<file path="config.mk">
export PLATFORM = sky130hd
export DESIGN_NAME = mac_tx_fcs_insert_flat
export DESIGN_NICKNAME = d
export VERILOG_FILES = /design/src/rtl/mac_tx_fcs_insert_if.sv /design/src/rtl/mac_tx_fcs_insert.sv /design/src/flat_wrapper.sv
export SDC_FILE = /design/constraint.sdc
export NUM_CORES = 1
export LEC_CHECK = 0
export ABC_AREA = 1
export CORE_MARGIN = 10
export CORE_UTILIZATION = 47
export DETAILED_ROUTE_END_ITERATION = 16
export HOLD_SLACK_MARGIN = 0.15
export PLACE_DENSITY = 0.9
export SETUP_SLACK_MARGIN = 0.4
export SYNTH_ARGS = -nofsm -noshare
export SYNTH_HDL_FRONTEND = slang
export SYNTH_SLANG_ARGS = --single-unit
export TNS_END_PERCENT = 10
</file>
<file path="constraint.sdc">
create_clock -name i_clk -period 1.95 [get_ports i_clk]
set_input_delay 0.39 -clock i_clk [delete_from_list [all_inputs] [get_ports i_clk]]
set_output_delay 0.39 -clock i_clk [all_outputs]
set_load 0.02 [all_outputs]
</file>
<file path="src/rtl/mac_tx_fcs_insert_if.sv">
// AXI-Stream beat bundle shared by the FCS inserter's upstream and downstream sides.
interface mac_tx_fcs_insert_if #(
    parameter int unsigned DATA_WIDTH = 32
);
    localparam int unsigned KeepWidth = DATA_WIDTH / 8;

    logic [DATA_WIDTH-1:0] tdata;
    logic [KeepWidth-1:0]  tkeep;
    logic                  tvalid;
    logic                  tlast;
    logic                  tready;

    modport master (output tdata, output tkeep, output tvalid, output tlast, input tready);
    modport slave  (input tdata, input tkeep, input tvalid, input tlast, output tready);
endinterface

</file>
<file path="src/rtl/mac_tx_fcs_insert.sv">
// TX MAC stage: tracks the running CRC-32 through an external slicing-by-4 engine and
// appends the 4-byte FCS after the last payload byte, costing one extra beat per frame.
module mac_tx_fcs_insert #(
    parameter int unsigned DATA_WIDTH = 32,
    parameter int unsigned KEEP_WIDTH = DATA_WIDTH / 8,
    parameter logic [31:0] CRC_INIT   = 32'hFFFF_FFFF
) (
    input  logic                  i_clk,
    input  logic                  i_reset,
    mac_tx_fcs_insert_if.slave    s_axis,
    mac_tx_fcs_insert_if.master   m_axis,
    output logic [DATA_WIDTH-1:0] o_crc_data,
    output logic [KEEP_WIDTH-1:0] o_crc_data_valid,
    output logic [31:0]           o_crc_state,
    input  logic [31:0]           i_crc_state_next
);

    typedef enum logic [0:0] {StData, StTail} state_e;

    state_e      state_q;
    logic [31:0] crc_q;
    logic [31:0] tail_data_q;
    logic [3:0]  tail_keep_q;
    logic [31:0] out_data_q;
    logic [3:0]  out_keep_q;
    logic        out_valid_q;
    logic        out_last_q;

    logic        free;
    logic        accept;
    logic [2:0]  n_bytes;
    logic [31:0] fcs;
    logic [31:0] byte_mask;
    logic [63:0] packed_beat;
    logic [3:0]  last_keep;

    assign free   = !out_valid_q || m_axis.tready;
    assign accept = (state_q == StData) && free && s_axis.tvalid;

    assign s_axis.tready    = (state_q == StData) && free;
    assign m_axis.tdata     = out_data_q;
    assign m_axis.tkeep     = out_keep_q;
    assign m_axis.tvalid    = out_valid_q;
    assign m_axis.tlast     = out_last_q;
    assign o_crc_data       = s_axis.tdata;
    assign o_crc_data_valid = s_axis.tkeep;
    assign o_crc_state      = crc_q;

    // Payload bytes, then FCS bytes LSB first; upper word becomes the tail beat.
    always_comb begin
        n_bytes   = 3'd4;
        byte_mask = '0;
        case (s_axis.tkeep)
            4'b0001: n_bytes = 3'd1;
            4'b0011: n_bytes = 3'd2;
            4'b0111: n_bytes = 3'd3;
            default: n_bytes = 3'd4;
        endcase
        for (int i = 0; i < 4; i++) begin
            byte_mask[8*i +: 8] = {8{s_axis.tkeep[i]}};
        end
        fcs         = ~i_crc_state_next;
        packed_beat = {32'h0, s_axis.tdata & byte_mask} | ({32'h0, fcs} << {n_bytes, 3'b000});
        last_keep   = 4'b1111 >> (3'd4 - n_bytes);
    end

    always_ff @(posedge i_clk) begin
        if (i_reset) begin
            state_q     <= StData;
            crc_q       <= CRC_INIT;
            tail_data_q <= '0;
            tail_keep_q <= '0;
            out_data_q  <= '0;
            out_keep_q  <= '0;
            out_valid_q <= 1'b0;
            out_last_q  <= 1'b0;
        end else begin
            unique case (state_q)
                StData: begin
                    if (accept) begin
                        out_valid_q <= 1'b1;
                        out_keep_q  <= 4'b1111;
                        out_last_q  <= 1'b0;
                        if (s_axis.tlast) begin
                            out_data_q  <= packed_beat[31:0];
                            tail_data_q <= packed_beat[63:32];
                            tail_keep_q <= last_keep;
                            crc_q       <= CRC_INIT;
                            state_q     <= StTail;
                        end else begin
                            out_data_q <= s_axis.tdata;
                            crc_q      <= i_crc_state_next;
                        end
                    end else if (free) begin
                        out_valid_q <= 1'b0;
                    end
                end
                StTail: begin
                    if (free) begin
                        out_data_q  <= tail_data_q;
                        out_keep_q  <= tail_keep_q;
                        out_last_q  <= 1'b1;
                        out_valid_q <= 1'b1;
                        state_q     <= StData;
                    end
                end
                default: state_q <= StData;
            endcase
        end
    end

endmodule

</file>
<file path="src/flat_wrapper.sv">
// flat-port wrapper written by rule: the top's interface ports become plain ports
module mac_tx_fcs_insert_flat 
#(
    parameter int unsigned DATA_WIDTH = 32,
    parameter int unsigned KEEP_WIDTH = DATA_WIDTH / 8,
    parameter logic [31:0] CRC_INIT   = 32'hFFFF_FFFF
)
  (i_clk, i_reset, o_crc_data, o_crc_data_valid, o_crc_state, i_crc_state_next, s_axis_tdata, s_axis_tkeep, s_axis_tvalid, s_axis_tlast, s_axis_tready, m_axis_tdata, m_axis_tkeep, m_axis_tvalid, m_axis_tlast, m_axis_tready);
  mac_tx_fcs_insert_if #(.DATA_WIDTH(DATA_WIDTH)) s_axis_i ();
  mac_tx_fcs_insert_if #(.DATA_WIDTH(DATA_WIDTH)) m_axis_i ();
  input  logic i_clk;
  input  logic i_reset;
  output logic [DATA_WIDTH-1:0] o_crc_data;
  output logic [KEEP_WIDTH-1:0] o_crc_data_valid;
  output logic [31:0] o_crc_state;
  input  logic [31:0] i_crc_state_next;
  input wire logic [$bits(s_axis_i.tdata)-1:0] s_axis_tdata;
  input wire logic [$bits(s_axis_i.tkeep)-1:0] s_axis_tkeep;
  input wire logic [$bits(s_axis_i.tvalid)-1:0] s_axis_tvalid;
  input wire logic [$bits(s_axis_i.tlast)-1:0] s_axis_tlast;
  output wire logic [$bits(s_axis_i.tready)-1:0] s_axis_tready;
  output wire logic [$bits(m_axis_i.tdata)-1:0] m_axis_tdata;
  output wire logic [$bits(m_axis_i.tkeep)-1:0] m_axis_tkeep;
  output wire logic [$bits(m_axis_i.tvalid)-1:0] m_axis_tvalid;
  output wire logic [$bits(m_axis_i.tlast)-1:0] m_axis_tlast;
  input wire logic [$bits(m_axis_i.tready)-1:0] m_axis_tready;
  assign s_axis_i.tdata = s_axis_tdata;
  assign s_axis_i.tkeep = s_axis_tkeep;
  assign s_axis_i.tvalid = s_axis_tvalid;
  assign s_axis_i.tlast = s_axis_tlast;
  assign s_axis_tready = s_axis_i.tready;
  assign m_axis_tdata = m_axis_i.tdata;
  assign m_axis_tkeep = m_axis_i.tkeep;
  assign m_axis_tvalid = m_axis_i.tvalid;
  assign m_axis_tlast = m_axis_i.tlast;
  assign m_axis_i.tready = m_axis_tready;
  mac_tx_fcs_insert #(.DATA_WIDTH(DATA_WIDTH), .KEEP_WIDTH(KEEP_WIDTH), .CRC_INIT(CRC_INIT)) u_core (.i_clk(i_clk), .i_reset(i_reset), .s_axis(s_axis_i), .m_axis(m_axis_i), .o_crc_data(o_crc_data), .o_crc_data_valid(o_crc_data_valid), .o_crc_state(o_crc_state), .i_crc_state_next(i_crc_state_next));
endmodule
</file>
==> results of run 1 <==
[cell families (layout without fill, tap and decap cells)]
family	count (synthesis)	in the layout	synth area share (%)
AOI/OAI and AO/OA	223	223	20.4
buffers and inverters	159	337	13.8
DFF	107	107	37.7
muxes	8	8	1.41
and+or+nand+nor	347	347	26.7
[power by group through the flow]
stage	logic [mW]	registers, mW	clock network [mW]
2_1_floorplan	0.692	2.60	0
3_3_place_gp	1.54	2.47	0
3_5_place_dp	1.56	2.48	0
4_1_cts	1.54	2.43	1.92
5_1_grt	1.72	2.45	2.03
6_report	1.60	2.43	1.94
[metal layers]
metal  track usage, %  vias to the layer above  part of all wire [%]
li1                 -                     3083                     -
met1             26.7                     2949                    36
met2             41.3                      389                    49
met3             5.68                       78                   9.9
met4             11.2                        0                   4.1
met5                0                        -                     0
[synth_stat cells, types with 10 or more instances]
master    number
nand2_1      237
a21oi_1      121
dfxtp_1      107
o21ai_0       75
inv_1         62
nand3_1       60
buf_4         40
clkbuf_1      30
o211ai_1      14
buf_2         12
nor2_1        11
o21ai_1       10
[stage by stage]
step | hold WS [ns] | worst slack, ns | instance area [µm²] | util [%]
2_1_floorplan | 0.431 | 0.466 | 5690 | -
3_3_place_gp | 0.440 | -0.231 | 7730 | 64.9
3_5_place_dp | 0.445 | -0.279 | 7730 | 64.9
4_1_cts | 0.435 | 0.184 | 7990 | 67.1
5_1_grt | 0.473 | 0.169 | 8150 | 68.4
6_report | 0.455 | 0.193 | 8150 | 68.4
[layout make-up]
class / count / area [µm²]
fillers: 969 / 3760
multi-input cells: 578 / 2810
repair buffers: 253 / 2430
flip-flops and latches: 107 / 2140
inverters: 68 / 272
clock buffers: 9 / 225
well taps: 147 / 184
clock inverters: 7 / 93.8
[worst max path at each step]
stage	from	endpoint
floorplan	s_axis_tlast	u_core.m_axis.tdata[27]
global placement	m_axis_tready	u_core.tail_keep_q[1]
detailed placement	s_axis_tkeep[3]	u_core.m_axis.tdata[12]
CTS	u_core.m_axis.tdata[23]	m_axis_tdata[23]
global route	u_core.m_axis.tdata[8]	m_axis_tdata[8]
finish	u_core.m_axis.tdata[20]	m_axis_tdata[20]
[repair_timing]
item | CTS | global route
resized for setup | 77 | 37
pin swaps | 0 | 8
gates cloned | 0 | 1
endpoints found under the setup margin | 187 | 200
buffers inserted | 0 | 7
[sequential cells by signal, summed over array words and instances (netlist names)]
| register | flops |
|---|---|
| u_core.tail_data_q | 32 |
| u_core.tail_keep_q | 4 |
| u_core.m_axis.tdata | 32 |
| u_core.o_crc_state | 32 |
| u_core.m_axis.tlast | 1 |
| u_core.state_q | 1 |
| u_core.m_axis.tvalid | 1 |
| u_core.m_axis.tkeep | 4 |
==> flow_metrics.env, run 1 <==
export IMPL_status="completed"
export IMPL_holdBufCountCts=0
export IMPL_cts_sinks=107
export IMPL_dr_first_iter_drc_count=829
export IMPL_hp_start="i_reset"
export IMPL_critPathTopFamily="buffers and inverters"
export IMPL_postSynthCellCount=844
export IMPL_clockPowerShare_pct=32.4
export IMPL_endpoint_kind="output pin"
export IMPL_crit_path_start_kind="flip-flop"
export IMPL_fin_crit_ns=1.76
export IMPL_cellLeakagePower_nw=3.64
export IMPL_max_cap_viol_count=0
export IMPL_grt_pass1_wl_um=31800
export IMPL_ys_top_cells_by_area="dfxtp_1 (38%), nand2_1 (16%), a21oi_1 (11%)"
export IMPL_r2r_start="u_core.m_axis.tvalid"
export IMPL_numPlacedInstances=1145
export IMPL_track_usage_pct=23.7
export IMPL_layout_common_cells="nand2_1 (233), clkdlybuf4s50_1 (132), a21oi_1 (119)"
export IMPL_gr_total_overflow=0
export IMPL_clkTransAtPathRegs_ns=0.09
export IMPL_htreeDepth=3
export IMPL_final_setup_tns_ns=0
export IMPL_ys_async_sr_fraction_pct=0
export IMPL_syn_area_per_cell_um2=6.74
export IMPL_grt_antenna_before_repair=0
export IMPL_wire_per_inst_um=18.3
export IMPL_die_w_um=130
export IMPL_cts_tree="done"
export IMPL_slew_headroom_pct=72.9
export IMPL_synth_cell_type_count=31
export IMPL_p_total_mw=5.97
export IMPL_drive_gt1_share_pct=13.8
export IMPL_fp_coreArea_mm2=0.0119
export IMPL_start_util_pct=47.7
export IMPL_path_buf_inv=1
export IMPL_r2r_end="u_core.tail_data_q[15]"
export IMPL_grt_max_degree=87
export IMPL_synth_top_cell_area_share_pct=37.7
export IMPL_clk_path_buf_depth=2
export IMPL_die_y_um=130
export IMPL_synth_seq_area_share_pct=37.7
export IMPL_path_cells="clkdlybuf4s50_1"
export IMPL_num_io_pins=180
export IMPL_syn_to_final_growth_pct=43.4
export IMPL_yosysWarnings=0
export IMPL_num_rows=40
export IMPL_finalHoldViolations=0
export IMPL_switching_share_pct=33.2
export IMPL_vdd_drop_max_mv=0.555
export IMPL_rsz0062_at_grt="yes"
export IMPL_finalCritPeriodShare_pct=90.1
export IMPL_drt_pass1_iterations=6
export IMPL_min_delay_worst_endpoint="u_core.m_axis.tkeep[2]"
export IMPL_hp_class="primary input to flip-flop"
export IMPL_pwr_density_cell_mw_per_mm2=732
export IMPL_power_frac_comb_pct=26.8
export IMPL_cts_inserted_buffers=9
export IMPL_detail_route_antenna_nets=0
export IMPL_antennaDiodeCount=0
export IMPL_r2r_slack_ns=0.39
export IMPL_rr_worst_depth=10
export IMPL_hold_path_depth=4
export IMPL_final_common_cell="nand2_1"
export IMPL_p_switching_mw=1.98
export IMPL_syn_area_mm2=0.00569
export IMPL_ys_ff_latch=107
export IMPL_grt_pass1_vias=6095
export IMPL_final_max_slew_viol_count=0
export IMPL_crit_required_ns=1.56
export IMPL_dr_total_vias=6499
export IMPL_synthFlopType="dfxtp_1"
export IMPL_io_buffers=179
export IMPL_cp_depth=1
export IMPL_final_setup_viol_count=0
export IMPL_fmaxAchievable_mhz=569
export IMPL_cts_root_buffer="clkbuf_16"
export IMPL_cpMaxStageDelayCell="clkdlybuf4s50_1"
export IMPL_wirelength_um=21400
export IMPL_p_int_mw=3.99
export IMPL_stdcell_count=1169
export IMPL_drc_errors=0
export IMPL_synth_nets=917
export IMPL_worstSetupPathType="flip-flop to output pin"
export IMPL_dpl_hpwl_um=15700
export IMPL_dieArea_mm2=0.0169
export IMPL_arrival_ns=1.37
export IMPL_gp_congestion=1.03
export IMPL_avgViaCountPerCell=5.56
export IMPL_max_stage_delay_ns=0.63
export IMPL_power_frac_seq_pct=40.8
export IMPL_clk_insertion_delay_late_ns=0.37
export IMPL_path_max_fanout=2
export IMPL_max_slew_worst_pin_slew_ns=0.407
export IMPL_worst_clock_skew_ns=0.0152
export IMPL_synth_edf_count=0
export IMPL_synth_largest_area_cell="dfxtp_1"
export IMPL_final_nets=1090
No activity file was read; power rests on OpenSTA's default activity.
==> run 2: changes to the inputs <==
- CAP_MARGIN: not set -> 10
==> results of run 2 <==
No change in the layout: final DEF, timing and power equal those of run 1.
==> run 3: changes to the inputs <==
- ABC_AREA: 1 -> 0
- CELL_PAD_IN_SITES_DETAIL_PLACEMENT: not set -> 0
- CELL_PAD_IN_SITES_GLOBAL_PLACEMENT: not set -> 1
- CORE_UTILIZATION: 47 -> 33
- PLACE_DENSITY: 0.9 -> 0.89
- SLEW_MARGIN: not set -> 10
==> run 3 against run 2 <==
- via count fell by 3.6%
- cell count fell by 4.9%
- sequential power barely moved
- final area rose by 4.7%
- sequential cell count did not move
- die area rose by 32%
- clock power fell by 3%
- first-iteration DRC count fell by 28%
- core utilization fell by 17 points
- routed wire length rose by 16%
- count of clock-buffer cells in the layout rose by 2
- largest power group unchanged
==> flow_metrics.env, run 3 <==
export IMPL_wire_per_inst_um=22.2
export IMPL_grt_max_degree=42
export IMPL_num_io_pins=180
export IMPL_final_nets=961
export IMPL_cts_tree="done"
export IMPL_regArea_mm2=0.00214
export IMPL_clockPowerShare_pct=31.7
export IMPL_slew_headroom_pct=56.0
export IMPL_rsz0062_at_grt="yes"
export IMPL_cellLeakagePower_nw=3.31
export IMPL_synth_nets=762
export IMPL_crit_path_start_kind="flip-flop"
export IMPL_yosysWarnings=0
export IMPL_htreeDepth=3
export IMPL_cts_root_buffer="clkbuf_16"
export IMPL_p_int_mw=4.11
export IMPL_crit_required_ns=1.56
export IMPL_finalHoldViolations=0
export IMPL_cts_sinks=107
export IMPL_drive_gt1_share_pct=21.7
export IMPL_hold_path_depth=4
export IMPL_synth_cell_type_count=45
export IMPL_synth_seq_area_share_pct=38.9
export IMPL_num_rows=47
export IMPL_finalCritPeriodShare_pct=90.7
export IMPL_synth_top_family_by_area="compound AO/OA/AOI/OAI gates"
export IMPL_drc_errors=0
export IMPL_dr_total_vias=6268
export IMPL_cp_depth=1
export IMPL_avgViaCountPerCell=5.64
export IMPL_antennaDiodeCount=0
export IMPL_yosys_area_share_simple_pct=22.5
export IMPL_max_slew_worst_pin_slew_ns=0.658
export IMPL_switching_share_pct=30.7
export IMPL_p_switching_mw=1.82
export IMPL_gp_congestion=0.990
export IMPL_rr_worst_depth=5
export IMPL_detail_route_antenna_nets=0
export IMPL_ys_async_sr_fraction_pct=0
export IMPL_final_max_slew_viol_count=0
export IMPL_dr_first_iter_drc_count=600
export IMPL_p_total_mw=5.93
export IMPL_status="completed"
export IMPL_clkTransAtPathRegs_ns=0.07
export IMPL_multi_input_comb_area_mm2=0.00298
export IMPL_postSynthCellCount=689
export IMPL_path_max_fanout=2
export IMPL_drt_pass1_iterations=5
export IMPL_final_setup_tns_ns=0
export IMPL_dieArea_mm2=0.0223
export IMPL_path_buf_inv=1
export IMPL_grt_pass1_vias=5998
export IMPL_synth_compound_area_share_pct=27.8
export IMPL_final_util_pct=51.8
export IMPL_fp_coreArea_mm2=0.0165
export IMPL_final_area_mm2=0.00854
export IMPL_nFillCells=1574
export IMPL_final_common_cell="clkdlybuf4s50_1"
export IMPL_synthFlopType="dfxtp_1"
export IMPL_placed_area_mm2=0.00788
export IMPL_vdd_drop_max_mv=0.472
export IMPL_ys_ff_latch=107
export IMPL_track_usage_pct=20.6
export IMPL_grt_pass1_wl_um=35300
export IMPL_worst_clock_skew_ns=0.00690
export IMPL_holdBufCountCts=0
export IMPL_cpMaxStageDelayCell="clkdlybuf4s50_1"
export IMPL_critPathTopFamily="buffers and inverters"
export IMPL_max_stage_delay_ns=0.63
export IMPL_gr_total_overflow=0
export IMPL_endpoint_kind="output pin"
export IMPL_final_setup_viol_count=0
export IMPL_power_frac_comb_pct=27.7
export IMPL_clk_insertion_delay_late_ns=0.37
export IMPL_yosysMostFrequentCell="dfxtp_1"
export IMPL_yosys_top_cells_count="dfxtp_1 (107), nor2_1 (71), nand2_1 (66), o21ai_0 (64), nor3_1 (42)"
export IMPL_die_y_um=149
export IMPL_arrival_ns=1.38
export IMPL_cts_inserted_buffers=9
export IMPL_die_w_um=149
export IMPL_yosys_mux_area_fraction_pct=0
export IMPL_power_frac_seq_pct=40.6
export IMPL_synth_largest_area_cell="dfxtp_1"
export IMPL_grt_antenna_before_repair=0
export IMPL_fin_crit_ns=1.77
export IMPL_path_cells="clkdlybuf4s50_1"
export IMPL_fmaxAchievable_mhz=565
export IMPL_syn_to_final_growth_pct=55.0
export IMPL_worstSetupPathType="flip-flop to output pin"
export IMPL_start_util_pct=33.4
export IMPL_wirelength_um=24700
export IMPL_syn_area_per_cell_um2=7.99
export IMPL_clk_path_buf_depth=2
export IMPL_dpl_hpwl_um=18000
export IMPL_hp_class="primary input to flip-flop"
export IMPL_max_cap_viol_count=0
export IMPL_synth_xor_area_share_pct=0.454
export IMPL_layout_common_cells="clkdlybuf4s50_1 (132), dfxtp_1 (106), buf_4 (84)"
export IMPL_synth_fa_ha_area_share_pct=0
export IMPL_synth_top_cell_area_share_pct=38.9
export IMPL_synth_edf_count=0
export IMPL_ys_top_cells_by_area="dfxtp_1 (39%), o21ai_0 (5.8%), buf_4 (5.3%)"
export IMPL_pwr_density_cell_mw_per_mm2=695
export IMPL_syn_area_mm2=0.00551
export IMPL_io_buffers=179
run 3: cell count changes in the layout (fill, tap and decap cells not counted), moves of 15 or more:
cell	delta
a211oi_1	+25
a21oi_1	-106
a31oi_1	+21
buf_4	+26
inv_1	-57
nand2_1	-170
nand3_1	-37
nor2_1	+59
nor3_1	+36
or3_1	+15
run 3: area by class of cell:
type / instances / share of cell area [%]
Inverter: 4 / 0.176
Timing Repair Buffer: 287 / 33.2
Sequential cell: 107 / 25.1
Clock buffer: 11 / 2.84
Clock inverter: 4 / 0.572
Multi-Input combinational cell: 479 / 34.9
Tap cell: 220 / 3.22
run 3: metal layers:
metal  vias to the layer above  share of wire, %  track usage (%)
li1                       2907                 -                -
met1                      3014                41             25.5
met2                       282                47             33.2
met3                        65               8.1             5.61
met4                         0               3.7             8.39
met5                         -                 0                0
run 3: repair_timing:
| action | 4_1_cts | 5_1_grt |
|---|---|---|
| endpoints found under the setup margin | 184 | 185 |
| resized for setup | 97 | 56 |
| buffers inserted | 2 | 2 |
| hold endpoints to repair | 0 | 0 |
| pin swaps | 1 | 9 |
| gates cloned | 0 | 8 |
run 3: logic make-up after synthesis:
kind of cell,after synthesis
AND/OR/NAND/NOR,259
AO/OA/AOI/OAI,218
XOR/XNOR,2
flip-flops,107
buffers and inverters,103
run 3: worst paths after layout:
path | start | endpoint | slack, ns
setup / recovery | u_core.m_axis.tdata[26] | m_axis_tdata[26] | 0.18
hold reg to reg | u_core.tail_data_q[27] | u_core.tail_data_q[27] | 0.45
hold / removal | s_axis_tvalid | u_core.m_axis.tvalid | 0.43
setup reg to reg | u_core.m_axis.tvalid | u_core.m_axis.tdata[19] | 0.40
run 3: per-stage QoR:
stage / std cells / worst slack, ns / hold WS (ns)
6_report: 1112 / 0.180 / 0.427
5_1_grt: 1112 / 0.161 / 0.475
4_1_cts: 1102 / 0.175 / 0.454
2_1_floorplan: 689 / 0.350 / 0.432
3_3_place_gp: 1085 / -0.248 / 0.438
3_5_place_dp: 1085 / -0.265 / 0.446
run 3: power groups by stage:
stage | logic [mW] | registers [mW] | clock network, mW
2_1_floorplan | 0.646 | 2.55 | 0
3_3_place_gp | 1.55 | 2.46 | 0
3_5_place_dp | 1.55 | 2.46 | 0
4_1_cts | 1.54 | 2.41 | 1.90
5_1_grt | 1.74 | 2.43 | 1.97
6_report | 1.65 | 2.41 | 1.88
